`src/rtl/usr_sequencer.sv`:
```
// Command sequencer that drives the ctrl/d inputs of one universal shift register.
// Optional one-entry command buffer: define USR_SEQUENCER_CMDBUF_EN.
module usr_sequencer #(
  parameter int WIDTH = 4,
  parameter int CNT_W = 3
) (
  input  logic             clk,
  input  logic             reset,
  input  logic             cmd_valid,
  output logic             cmd_ready,
  input  logic [1:0]       cmd_op,
  input  logic [WIDTH-1:0] cmd_data,
  input  logic [CNT_W-1:0] cmd_count,
  output logic [1:0]       usr_ctrl,
  output logic [WIDTH-1:0] usr_d,
  input  logic [WIDTH-1:0] usr_q,
  output logic             res_valid,
  output logic [WIDTH-1:0] res_data,
  output logic             busy,
  output logic [1:0]       dbg_state
);

  typedef enum logic [1:0] {
    S_IDLE  = 2'd0,
    S_LOAD  = 2'd1,
    S_SHIFT = 2'd2,
    S_DONE  = 2'd3
  } state_t;

  localparam logic [1:0] OP_LOAD  = 2'b00;
  localparam logic [1:0] OP_SHR   = 2'b01;
  localparam logic [1:0] OP_SHL   = 2'b10;
  localparam logic [1:0] OP_LDSHR = 2'b11;

  localparam logic [1:0] CTRL_HOLD = 2'b00;
  localparam logic [1:0] CTRL_SHR  = 2'b01;
  localparam logic [1:0] CTRL_SHL  = 2'b10;
  localparam logic [1:0] CTRL_LOAD = 2'b11;

  state_t           state, state_nxt, launch_state;
  logic [1:0]       op_q;
  logic [CNT_W-1:0] cnt_q;
  logic             rst_done;
  logic             accept;
  logic             launch;
  logic [1:0]       launch_op;
  logic [CNT_W-1:0] launch_cnt;

  // Handshake: a command transfers on a rising edge where cmd_valid and
  // cmd_ready are both high; cmd_ready never depends on cmd_valid, and cmd_*
  // are don't-care whenever cmd_ready is low.
  assign accept = cmd_valid & cmd_ready;

`ifdef USR_SEQUENCER_CMDBUF_EN
  logic             buf_full;
  logic [1:0]       buf_op;
  logic [CNT_W-1:0] buf_cnt;

  // usr_d already holds the buffered command's data, since nothing else can
  // be accepted while the buffer is full.
  assign cmd_ready  = rst_done & ~buf_full;
  assign launch     = ((state == S_IDLE) & accept) |
                      ((state == S_DONE) & (buf_full | accept));
  assign launch_op  = buf_full ? buf_op  : cmd_op;
  assign launch_cnt = buf_full ? buf_cnt : cmd_count;

  always_ff @(posedge clk) begin
    if (!reset) begin
      buf_full <= 1'b0;
      buf_op   <= '0;
      buf_cnt  <= '0;
    end else if (accept && !launch) begin
      buf_full <= 1'b1;
      buf_op   <= cmd_op;
      buf_cnt  <= cmd_count;
    end else if (launch && buf_full) begin
      buf_full <= 1'b0;
    end
  end
`else
  assign cmd_ready  = rst_done & (state == S_IDLE);
  assign launch     = accept;
  assign launch_op  = cmd_op;
  assign launch_cnt = cmd_count;
`endif

  always_comb begin
    launch_state = S_DONE;
    if (launch_op == OP_LOAD || launch_op == OP_LDSHR) begin
      launch_state = S_LOAD;
    end else if (launch_cnt != '0) begin
      launch_state = S_SHIFT;
    end
  end

  always_comb begin
    state_nxt = state;
    case (state)
      S_IDLE:  if (launch) state_nxt = launch_state;
      S_LOAD:  state_nxt = (op_q == OP_LDSHR && cnt_q != '0) ? S_SHIFT : S_DONE;
      S_SHIFT: if (cnt_q == CNT_W'(1)) state_nxt = S_DONE;
      S_DONE:  state_nxt = launch ? launch_state : S_IDLE;
      default: state_nxt = S_IDLE;
    endcase
  end

  always_comb begin
    usr_ctrl = CTRL_HOLD;
    case (state)
      S_LOAD:  usr_ctrl = CTRL_LOAD;
      S_SHIFT: usr_ctrl = (op_q == OP_SHL) ? CTRL_SHL : CTRL_SHR;
      default: usr_ctrl = CTRL_HOLD;
    endcase
  end

  assign busy      = (state != S_IDLE);
  assign dbg_state = state;

  always_ff @(posedge clk) begin
    if (!reset) begin
      state     <= S_IDLE;
      op_q      <= OP_LOAD;
      cnt_q     <= '0;
      usr_d     <= '0;
      res_valid <= 1'b0;
      res_data  <= '0;
      rst_done  <= 1'b0;
    end else begin
      rst_done  <= 1'b1;
      state     <= state_nxt;
      res_valid <= (state == S_DONE);
      if (state == S_DONE) res_data <= usr_q;
      if (accept) usr_d <= cmd_data;
      if (launch) begin
        op_q  <= launch_op;
        cnt_q <= launch_cnt;
      end else if (state == S_SHIFT) begin
        cnt_q <= cnt_q - CNT_W'(1);
      end
    end
  end

  // op encodings not referenced by name above are still part of the command set
  logic unused_ops;
  assign unused_ops = ^{OP_SHR};

endmodule
```
`config.mk`:
```
export PLATFORM = sky130hd
export DESIGN_NAME = usr_sequencer
export DESIGN_NICKNAME = d
export VERILOG_FILES = /design/src/rtl/usr_sequencer.sv
export SDC_FILE = /design/constraint.sdc
export NUM_CORES = 1
export LEC_CHECK = 0
export ABC_AREA = 1
export ABC_CLOCK_PERIOD_IN_PS = 2300
export BUFFER_PORTS_ARGS = -buffer_cell sky130_fd_sc_hd__clkbuf_2
export CAP_MARGIN = 15
export CORE_MARGIN = 2
export CORE_UTILIZATION = 50
export DETAILED_ROUTE_END_ITERATION = 6
export GPL_TIMING_DRIVEN = 1
export PLACE_DENSITY = 0.8
export SYNTH_ARGS = -nofsm -noshare
export SYNTH_HDL_FRONTEND = slang
export SYNTH_SLANG_ARGS = --single-unit
```
`constraint.sdc`:
```
create_clock -name clk -period 2.3 [get_ports clk]
set_clock_uncertainty 0.05 [all_clocks]
set_input_delay 0.115 -clock clk [delete_from_list [all_inputs] [get_ports clk]]
set_output_delay 0.115 -clock clk [all_outputs]
set_load 0.01 [all_outputs]
```
---- Yosys cells after proc, flatten, opt, wreduce, memory -nomap -nowiden ----
Cells that the tools add are included.
storage, ports and cells
  logic and storage cells ................. 40
  input port bits ......................... 16
  register bits after elaboration ......... 17
  output and inout port bits .............. 15
operators by class
  eq/ne operators ......................... 9
  reduce and logical (&&, ||, !) cells .... 9
  mux-type cells .......................... 12
  bitwise logic cells ..................... 2
  $add $sub $neg .......................... 1
operators with widths
  cell                                                                   count
  2-bit equality test, second input constant                             5
  2-bit two-way mux                                                      5
  2-bit case mux with 4 select lines                                     1
  3-bit two-way mux                                                      2
  3-bit nonzero test                                                     2
  2-bit logical NOT                                                      2
  2-bit != test, second input constant                                   2
  2-bit case mux with 2 select lines                                     1
  2-bit nonzero test                                                     2
  3-bit by 1-bit equality test with 1-bit output, second input constant  1
  1-bit two-way mux                                                      3
  3-bit by 1-bit subtractor with 3-bit output, second input constant     1
  1-bit AND                                                              2
  2-bit by 1-bit equality test with 1-bit output, second input constant  1
  2-bit AND reduction                                                    1
  1-bit logical AND                                                      1
  1-bit logical OR                                                       1

---- Logic depth before layout (Yosys ltp) ----
Gate-level depths: netlist of the first run.
  depth after elaboration ................. 5
  mapped depth ............................ 8
  gate-level depth less buffers ........... 8

---- Worst setup path before layout of the first run ----
OpenSTA, ideal clock, no wires.
  kind .................................... flip-flop to flip-flop
  start ................................... register state[0] (netlist: dbg_state[0])
  end ..................................... register cnt_q[1]
  setup slack ............................. 0.917 ns
  cell stages (with the launch flop) ...... 9
  data arrival time ....................... 1.258 ns
  setup time .............................. 0.074 ns
  required time ........................... 2.176 ns
  clock period less this slack ............ 1.383 ns
  path buffers ............................ 1
  path through ............................ dfxtp_1 inv_1 ha_1 nand2_2 nor2_8 inv_2 buf_6 nand2_1 a31oi_1
on the way
  word-level cells in the longest chain between the ends .. 4
  elaborated cells on any way between the ends .. 6
  those cells by class .................... 1 x eq/ne; 1 x mux; 2 x bitwise; 2 x reduce/logical
ends and longest elaborated chain
  what                                                     line  source
  start, declared                                          40    state_t state, state_nxt, launch_state;
  start signal, assigned                                   130   state <= state_nxt;
  2-bit logical NOT                                        81    assign cmd_ready = rst_done & (state == S_IDLE);
  1-bit AND                                                81
  1-bit AND                                                52    assign accept = cmd_valid & cmd_ready;
  3-bit two-way mux or 2-bit nonzero test (tied branches)  n/a
  end signal, assigned                                     136   cnt_q <= launch_cnt;
  end signal, assigned                                     138   cnt_q <= cnt_q - CNT_W'(1);
  end, declared                                            42    logic [CNT_W-1:0] cnt_q;
Parallel ways exist; a longest one is shown, timed or not.
A chain may end at the register's enable or synchronous reset.

---- Worst setup path in the final report of the first run ----
  start ................................... register state[0] (netlist: dbg_state[0])
  end ..................................... output port usr_ctrl[0]
on the way
  word-level cells in the longest chain between the ends .. 2
  elaborated cells on any way between the ends .. 3
  those cells by class .................... 2 x eq/ne; 1 x mux
ends and longest elaborated chain
  what                                                                                   line  source
  2-bit equality test or 2-bit by 1-bit equality test with 1-bit output (tied branches)  109   case (state)
  2-bit case mux with 2 select lines *                                                   109
  end, declared                                                                          14    output logic [1:0] usr_ctrl,
Mark *: on every way between the ends. The rest lies on a longest branch, timed or not.

==> results.yml, run 1 <==
drt:
  drt_pre_antenna_iters: 4
  via_per_inst: 4.95
  route.detailed.wl_per_inst_um: 11.1
  wl_mm: 1.86
  via_count: 832
  drc_errors: 0
  ant_nets: 0
  drt_iter0_drc: 14
clocking:
  cts_resized: 0
  cts_tree: "done"
  clkSlewWorstSetupHoldPaths_ns: 0.10
  htree_levels: 1
  clock-sinks: 17
  cts-root-buf: "clkbuf_4"
  clk_latency_ns: 0.28
  clockBufferDepth: 2
  cts_inserted_buffers: 3
  cts_hold_buf: 1
  cts_setup_buffers: 0
critical_path:
  end_kind: "output pin"
  startpoint_type: "flip-flop"
  r2r_slack_ns: 0.82
  cp.required_ns: 2.13
  crit_arrival_ns: 1.55
  path_max_fanout: 7
  critPathKind: "flip-flop to output pin"
floorplanning:
  rows: 15
  coreArea_sq_um: 1690
  start_util: 0.521
  die-area_sq_um: 2110
  io_pins: 31
  die_x_um: 45.9
  die_h_um: 45.9
power_and_ir_drop:
  power_density_nw_per_um2: 1090
  total_power_w: 0.00116
  peakVddDrop_mv: 0.646
  leakage_nw: 0.561
place:
  hpwl_mm: 1.47
  place_inst: 163
  portBuffers: 30
  placed_cell_area_sq_um: 1030
  gp_congestion: 0.817
outcome:
  status: "complete, no violations"
timing:
  holdWs_ns: 0.00954
  tns_ns: 0
  worstMarginPinSlew_ns: 0.294
  rsz0062_at_grt: "false"
  slew_headroom: 0.804
  maxSlewViolCount: 0
  fmax_mhz: 585
  hold_viol_final: 0
  finalSetupViolations: 0
  min_period_ns: 1.71
  min_period_over_period: 0.744
finish:
  instances_no_fill: 168
  nFillCells: 146
  area_growth_syn_to_layout_pct: 21.8
  drive_above_1_share: 0.285
  design_area_sq_um: 1070
  multi_input_area_sq_um: 452
  num_antenna_cells: 0
  regArea_sq_um: 340
  nNetsFinal: 176
logic_synthesis:
  yosysTopAreaCell: "dfxtp_1"
  synth_xor_area_frac: 0
  syn_inst: 118
  synth_compound_area_frac: 0.168
  synth_top_area_share: 0.387
  yosys.cell_types.count: 20
  synth-simple-area-share: 0.232
  synth_mux_area_frac: 0
  synthArstFlopShare: 0
  synth_edf_count: 0
  ys_warn_count: 0
  synthTopCellsByCount: "nor2_1, dfxtp_1, inv_1"
  ys.flop_type: "dfxtp_1"
  synth_area_per_cell_sq_um: 7.45
  synth_adder_area_share: 0.114
  synth_area_sq_um: 880
  yosysSeqAreaShare: 0.387
  synth.most_common_cell: "nor2_1"
  synth_area_leaders: "dfxtp_1, ha_1, nor2_1"
  synth_top_family_by_area: "simple AND/OR/NAND/NOR gates"
  synthesis.nets: 142
  synth-seq-cells: 17
global_routing:
  grt_pass1_wl_mm: 2.97
  grt_use_total: 0.193
  grt_max_degree: 16
  grt_remaining_overflow: 0
  grt_pass1_vias: 744
  antenna_found_initial: 0
flow_run:
  cap_viol_max_count: 0
hold_path:
  hp-class: "primary input to flip-flop"
==> worst max-delay path, stage by stage (launching register included) <==
cell and delay (ns):
dfxtp_1 0.36, inv_1 0.12, ha_1 0.32, o21ai_0 0.17
a21oi_1 0.15, clkbuf_2 0.15
==> metal layers <==
layer	track usage	vias to the layer above	wire, um	share of wire
li1	-	440	-	-
met1	0.239	366	857	0.46
met5	0	-	0	0
met4	0.0857	0	21	0.011
met2	0.328	22	896	0.48
met3	0.0278	4	83	0.045
==> cell families after synthesis <==
group | Yosys count
buffers and inverters | 21
adders and majority gates | 8
AOI/OAI and AO/OA | 25
and+or+nand+nor | 47
DFF | 17
==> metrics by stage <==
stage	util	setup WS (ns)
5_1_grt	0.634	0.479
2_1_floorplan	-	0.917
3_3_place_gp	0.613	0.867
4_1_cts	0.634	0.588
3_5_place_dp	0.613	0.821
6_report	0.634	0.589
==> area by class of cell <==
class | count | area share
multi-input cells | 80 | 0.422
flip-flops and latches | 17 | 0.318
repair buffers | 31 | 0.150
inverters | 19 | 0.0666
clock buffers | 4 | 0.0245
well taps | 17 | 0.0199
==> flip-flops by register name, summed over array words and instances (netlist names) <==
register / flops
res_data: 4
cnt_q: 3
op_q: 2
res_valid: 1
usr_d: 4
rst_done: 1
dbg_state: 2
==> power breakdown <==
group	leakage (nW)	total, W	internal, W	switching (W)
combinational	0.406	0.000591	0.000224	0.000368
clock	0.0150	0.000155	0.0000672	0.0000883
sequential	0.139	0.000417	0.000367	0.0000508
==> cells in the final DEF (no fill, tap or decap) <==
master,count
o21ai_1,2
nand3_1,4
nor2_8,1
a21oi_2,3
nand2_1,14
a211oi_1,1
nor3_1,3
o21ai_0,10
clkbuf_4,3
a31oi_1,1
ha_1,8
nor2_1,24
inv_2,3
dfxtp_1,17
clkbuf_2,30
clkbuf_1,1
clkinv_1,1
dlygate4sd3_1,1
o21ai_2,2
inv_1,15
a21oi_1,6
nand2_2,1
==> worst paths after layout <==
kind | from | endpoint | depth (start not counted)
worst min-delay path | usr_q[2] | res_data[2]$_SDFFE_PN0P_ | 3
worst max-delay path | dbg_state[0]$_SDFFE_PN0P_ | usr_ctrl[0] | 5
worst max register to register | dbg_state[1]$_SDFFE_PN0P_ | cnt_q[1]$_SDFFE_PN0P_ | 7
worst min register to register | op_q[0]$_SDFFE_PN0P_ | op_q[0]$_SDFFE_PN0P_ | 2
No activity file was read; power rests on OpenSTA's default activity.
==> run 2: changes to the inputs <==
Settings changed: ABC_AREA 1 to 0, ABC_CLOCK_PERIOD_IN_PS 2300 to 1400, CORE_UTILIZATION 50 to 43, PLACE_DENSITY 0.8 to 0.73.
Clock period 2.3 ns to 1.4 ns, I/O delays scaled along.
==> results.yml, run 2 <==
outcome:
  status: "complete, but fails checks"
  violations: "setup timing"
drt:
  wl_mm: 2.05
  met2_length_mm: 1.11
  ant_nets: 0
  route.detailed.wl_per_inst_um: 12.0
  routed.top_layer: "met4"
  wl_met1_um: 846
  wl_met3_um: 58
  drt_pre_antenna_iters: 4
  drc_errors: 0
  via_count: 802
  via_per_inst: 4.69
  drt_iter0_drc: 11
finish:
  top_regs: "res_data: 4 flops, usr_d: 4 flops, cnt_q: 3 flops"
  area_growth_syn_to_layout_pct: 50.8
  nNetsFinal: 169
  final_cell_mix: "clkbuf_2, nand2_1, dfxtp_1"
  layout_commonest_cell: "clkbuf_2"
  num_antenna_cells: 0
  nFillCells: 164
  instances_no_fill: 171
  drive_above_1_share: 0.410
logic_synthesis:
  yosys.cell_types.count: 26
  synth.most_common_cell: "nand2_1"
  synth-seq-cells: 17
  yosysTopAreaCell: "dfxtp_1"
  synth_edf_count: 0
  synth_area_per_cell_sq_um: 9.13
  synth_area_sq_um: 867
  ys.flop_type: "dfxtp_1"
  synth_top_area_share: 0.392
  synthTopCellsByCount: "nand2_1, dfxtp_1, ha_1"
  ys_warn_count: 0
  synthesis.nets: 119
  synth_area_leaders: "dfxtp_1, ha_1, nand2_1"
  yosysSeqAreaShare: 0.392
  synthArstFlopShare: 0
  syn_inst: 95
global_routing:
  grt_pass1_vias: 844
  grt_max_degree: 19
  grt_use_total: 0.194
  grt_remaining_overflow: 0
  antenna_found_initial: 0
  grt_pass1_wl_mm: 3.57
floorplanning:
  rows: 16
  die-area_sq_um: 2390
  start_util: 0.451
  die_h_um: 48.9
  coreArea_sq_um: 1920
  io_pins: 31
  die_x_um: 48.9
timing:
  slew_headroom: 0.798
  tns_ns: -0.0537
  hold_viol_final: 0
  maxSlewViolCount: 0
  worstMarginPinSlew_ns: 0.303
  min_period_ns: 1.44
  holdWs_ns: 0.00514
  rsz0062_at_grt: "true"
  finalSetupViolations: 2
  setup_ws_ns: -0.0413
  fmax_mhz: 694
  min_period_over_period: 1.03
critical_path:
  path_cells: "inv_2 > buf_6 > ha_4 > o21a_1 > buf_2"
  crit_arrival_ns: 1.32
  end_kind: "output pin"
  critPathKind: "flip-flop to output pin"
  critPathMaxStageDelay_ns: 0.38
  crit_slowest_cell: "dfxtp_2"
  cp.required_ns: 1.28
  startpoint_type: "flip-flop"
  path_max_fanout: 3
place:
  place_ws_ns: -0.0388
  portBuffers: 30
  hpwl_mm: 1.46
  gp_congestion: 0.772
  place_inst: 153
power_and_ir_drop:
  leakage_nw: 0.596
  combPwrFrac: 0.547
  power_density_nw_per_um2: 1550
  peakVddDrop_mv: 0.991
  total_power_w: 0.00203
  p_seq_frac: 0.323
  internal-power_w: 0.00129
  sw_frac_of_total: 0.368
  pwr-share-clk: 0.131
  p_switching_w: 0.000748
clocking:
  clk_latency_ns: 0.29
  htree_levels: 1
  clockBufferDepth: 2
  cts-root-buf: "clkbuf_4"
  clock-sinks: 17
  cts_tree: "done"
  clkSlewWorstSetupHoldPaths_ns: 0.10
  cts_inserted_buffers: 3
hold_path:
  hp-class: "primary input to flip-flop"
flow_run:
  cap_viol_max_count: 0
run 2: cell types whose count changed after synthesis, moves of 5 or more:
cell	previous run	this run
a21boi_0	0	7
a21oi_1	6	1
inv_1	15	7
mux2i_1	0	5
nand2_1	14	20
nor2_1	24	1
nor2b_1	0	5
o21ai_0	10	0
run 2: cells by family (layout without fill, tap and decap cells):
kind of cell | Yosys count | after routing | share of synthesized area
fa+ha+maj | 8 | 8 | 0.115
mux | 6 | 6 | 0.0707
xor+xnor | 3 | 3 | 0.0303
buf+inv | 11 | 60 | 0.0505
flops | 17 | 17 | 0.393
simple gates | 33 | 33 | 0.179
compound gates | 17 | 17 | 0.162
run 2: final cells by class:
class / count / area, sq um / area share
clock buffers: 3 / 22.5 / 0.0172
repair buffers: 49 / 325 / 0.249
clock inverters: 1 / 5.00 / 0.00383
well taps: 27 / 33.8 / 0.0258
multi-input cells: 67 / 546 / 0.417
inverters: 7 / 28.8 / 0.0220
flip-flops and latches: 17 / 347 / 0.265
run 2: worst paths after layout:
kind | start | to | slack [ns] | cells after the start
hold / removal | cmd_count[2] | cnt_q[2]$_SDFFE_PN0P_ | 0.005 | 2
setup / recovery | dbg_state[1]$_SDFFE_PN0P_ | usr_ctrl[1] | -0.04 | 5
hold reg to reg | usr_d[2]$_SDFFE_PN0P_ | usr_d[2]$_SDFFE_PN0P_ | 0.43 | 2
setup reg to reg | dbg_state[1]$_SDFFE_PN0P_ | dbg_state[1]$_SDFFE_PN0P_ | -0.01 | 5
run 2: per-stage QoR:
step	utilization	cell area (sq um)
final	0.680	1310
after global routing	0.680	1310
after detailed placement	0.563	1080
after CTS	0.678	1300
after global placement	0.563	1080
after floorplan	-	885
run 2: power groups by stage:
stage                     combinational [W]  clock [W]  sequential (W)
after global placement             0.000845          0        0.000649
final                               0.00111   0.000266        0.000656
after detailed placement           0.000862          0        0.000657
after CTS                           0.00110   0.000272        0.000648
after global routing                0.00123   0.000293        0.000667
after floorplan                    0.000586          0        0.000671
run 2: worst max-delay path, delay by kind of cell, from the launching register on:
kind                       cells  cell delay [ns]
adders and majority gates      1             0.16
DFF                            1             0.38
buffers and inverters          3             0.31
AOI/OAI and AO/OA              1             0.18
run 2: timing repair:
item / in CTS / in global routing
setup buffers: 5 / 0
hold buffers: 10 / 0
endpoints found under the setup margin: 10 / 6
pin swaps: 0 / 3
gates resized for setup: 10 / 5
endpoints found under the hold margin: 10 / 0
run 2: layer usage:
layer | vias up | track usage
li1 | 407 | -
met1 | 373 | 0.205
met2 | 18 | 0.372
met3 | 4 | 0.0337
met4 | 0 | 0.0810
met5 | - | 0
==> run 3: changes to the inputs <==
Settings changed: MAX_ROUTING_LAYER set to met4.
==> results.yml, run 3 (same netlist as run 2, synthesis figures left out) <==
outcome:
  status: "complete, but fails checks"
  violations: "setup timing"
timing:
  min_period_ns: 1.44
  finalSetupViolations: 2
  rsz0062_at_grt: "true"
  setup_ws_ns: -0.0413
  hold_viol_final: 0
  slew_headroom: 0.797
  tns_ns: -0.0537
  worstMarginPinSlew_ns: 0.304
  maxSlewViolCount: 0
  min_period_over_period: 1.03
  fmax_mhz: 694
global_routing:
  use_met1: 0.207
  grt_max_degree: 19
  grt_use_total: 0.199
  met3_usage: 0.0307
  met2_usage: 0.372
  grt_remaining_overflow: 0
  grt_pass1_vias: 844
  antenna_found_initial: 0
  grt_pass1_wl_mm: 3.57
  busiest_layer: "met2"
finish:
  num_antenna_cells: 0
  final_cell_mix: "clkbuf_2, nand2_1, dfxtp_1"
  area_growth_syn_to_layout_pct: 50.8
  nNetsFinal: 169
  layout_commonest_cell: "clkbuf_2"
  final_core_util: 0.680
  top_regs: "res_data: 4 flops, usr_d: 4 flops, cnt_q: 3 flops"
  drive_above_1_share: 0.410
  regArea_sq_um: 347
  multi_input_area_sq_um: 546
  nFillCells: 164
floorplanning:
  rows: 16
  coreArea_sq_um: 1920
  die_h_um: 48.9
  start_util: 0.451
  die-area_sq_um: 2390
  die_x_um: 48.9
  io_pins: 31
power_and_ir_drop:
  pwr-share-clk: 0.131
  internal-power_w: 0.00129
  combPwrFrac: 0.547
  p_switching_w: 0.000748
  power_density_nw_per_um2: 1560
  sw_frac_of_total: 0.368
  leakage_nw: 0.596
  p_seq_frac: 0.323
  peakVddDrop_mv: 0.991
place:
  portBuffers: 30
  gp_congestion: 0.783
  hpwl_mm: 1.46
drt:
  via_per_inst: 4.69
  ant_nets: 0
  wl_mm: 2.05
  route.detailed.wl_per_inst_um: 12.0
  drt_iter0_drc: 11
  drt_pre_antenna_iters: 4
  drc_errors: 0
  via_count: 802
hold_path:
  hp-class: "primary input to flip-flop"
  hold-path-cell-count: 2
  hold_start: "cmd_count[2]"
  hold_path_end: "cnt_q[2]$_SDFFE_PN0P_"
clocking:
  clockBufferDepth: 2
  htree_levels: 1
  cts_tree: "done"
  cts-root-buf: "clkbuf_4"
  clock-sinks: 17
  clkSlewWorstSetupHoldPaths_ns: 0.10
  cts_inserted_buffers: 3
  clk_latency_ns: 0.29
critical_path:
  critPathMaxStageDelay_ns: 0.38
  crit_arrival_ns: 1.32
  crit_slowest_cell: "dfxtp_2"
  reg2reg_to: "dbg_state[1]$_SDFFE_PN0P_"
  path_max_fanout: 3
  crit_family: "flip-flops"
  crit_buf_inv: 3
  path_cells: "inv_2 > buf_6 > ha_4 > o21a_1 > buf_2"
  end_kind: "output pin"
  r2r_slack_ns: -0.01
  cp.required_ns: 1.28
  critPathKind: "flip-flop to output pin"
  rr_startpoint: "dbg_state[1]$_SDFFE_PN0P_"
  reg2reg_depth: 5
  startpoint_type: "flip-flop"
flow_run:
  cap_viol_max_count: 0
[run 3: cell counts in the layout (fill, tap and decap cells not counted)]
No cell type changed its count.
[run 3: layer usage]
layer	share of wire	vias up
met5	0	-
met4	0.018	0
met3	0.025	4
met2	0.54	18
met1	0.42	373
li1	-	407
[run 3: worst max path at each step]
stage / cells after the start / end / start
after CTS: 5 / usr_ctrl[1] / dbg_state[1]$_SDFFE_PN0P_
final: 5 / usr_ctrl[1] / dbg_state[1]$_SDFFE_PN0P_
after global routing: 5 / dbg_state[1]$_SDFFE_PN0P_ / dbg_state[1]$_SDFFE_PN0P_
after global placement: 5 / dbg_state[1]$_SDFFE_PN0P_ / dbg_state[1]$_SDFFE_PN0P_
after detailed placement: 6 / op_q[0]$_SDFFE_PN0P_ / dbg_state[1]$_SDFFE_PN0P_
after floorplan: 6 / dbg_state[1]$_SDFFE_PN0P_ / dbg_state[0]$_SDFFE_PN0P_
[run 3: power by group through the flow]
stage	registers, W	logic [W]	clock network [W]
3_3_place_gp	0.000649	0.000845	0
4_1_cts	0.000648	0.00110	0.000272
3_5_place_dp	0.000657	0.000862	0
2_1_floorplan	0.000671	0.000586	0
5_1_grt	0.000667	0.00123	0.000293
6_report	0.000656	0.00111	0.000266
[run 3: cell type report]
cell class / instances / share of cell area
multi-input cells: 67 / 0.417
flip-flops and latches: 17 / 0.265
repair buffers: 49 / 0.249
well taps: 27 / 0.0258
inverters: 7 / 0.0220
clock buffers: 3 / 0.0172
clock inverters: 1 / 0.00383
[run 3: metrics by stage]
stage          instance area [sq um]  cells  hold slack [ns]  total power [W]  worst slack (ns)
3_5_place_dp                    1080    153            0.265          0.00152           -0.0388
4_1_cts                         1300    172          0.00218          0.00202           -0.0237
3_3_place_gp                    1080    153            0.253          0.00149            0.0490
5_1_grt                         1310    171          0.00109          0.00219           -0.0948
2_1_floorplan                    885     95           0.0477          0.00126           0.00642
6_report                        1310    171          0.00514          0.00203           -0.0413
[run 3: timing repair]
item / 4_1_cts / 5_1_grt
hold buffers: 10 / 0
gates resized for setup: 10 / 5
hold endpoints to repair: 10 / 0
buffers inserted: 5 / 0
setup endpoints to repair: 10 / 6
pin swaps: 0 / 3
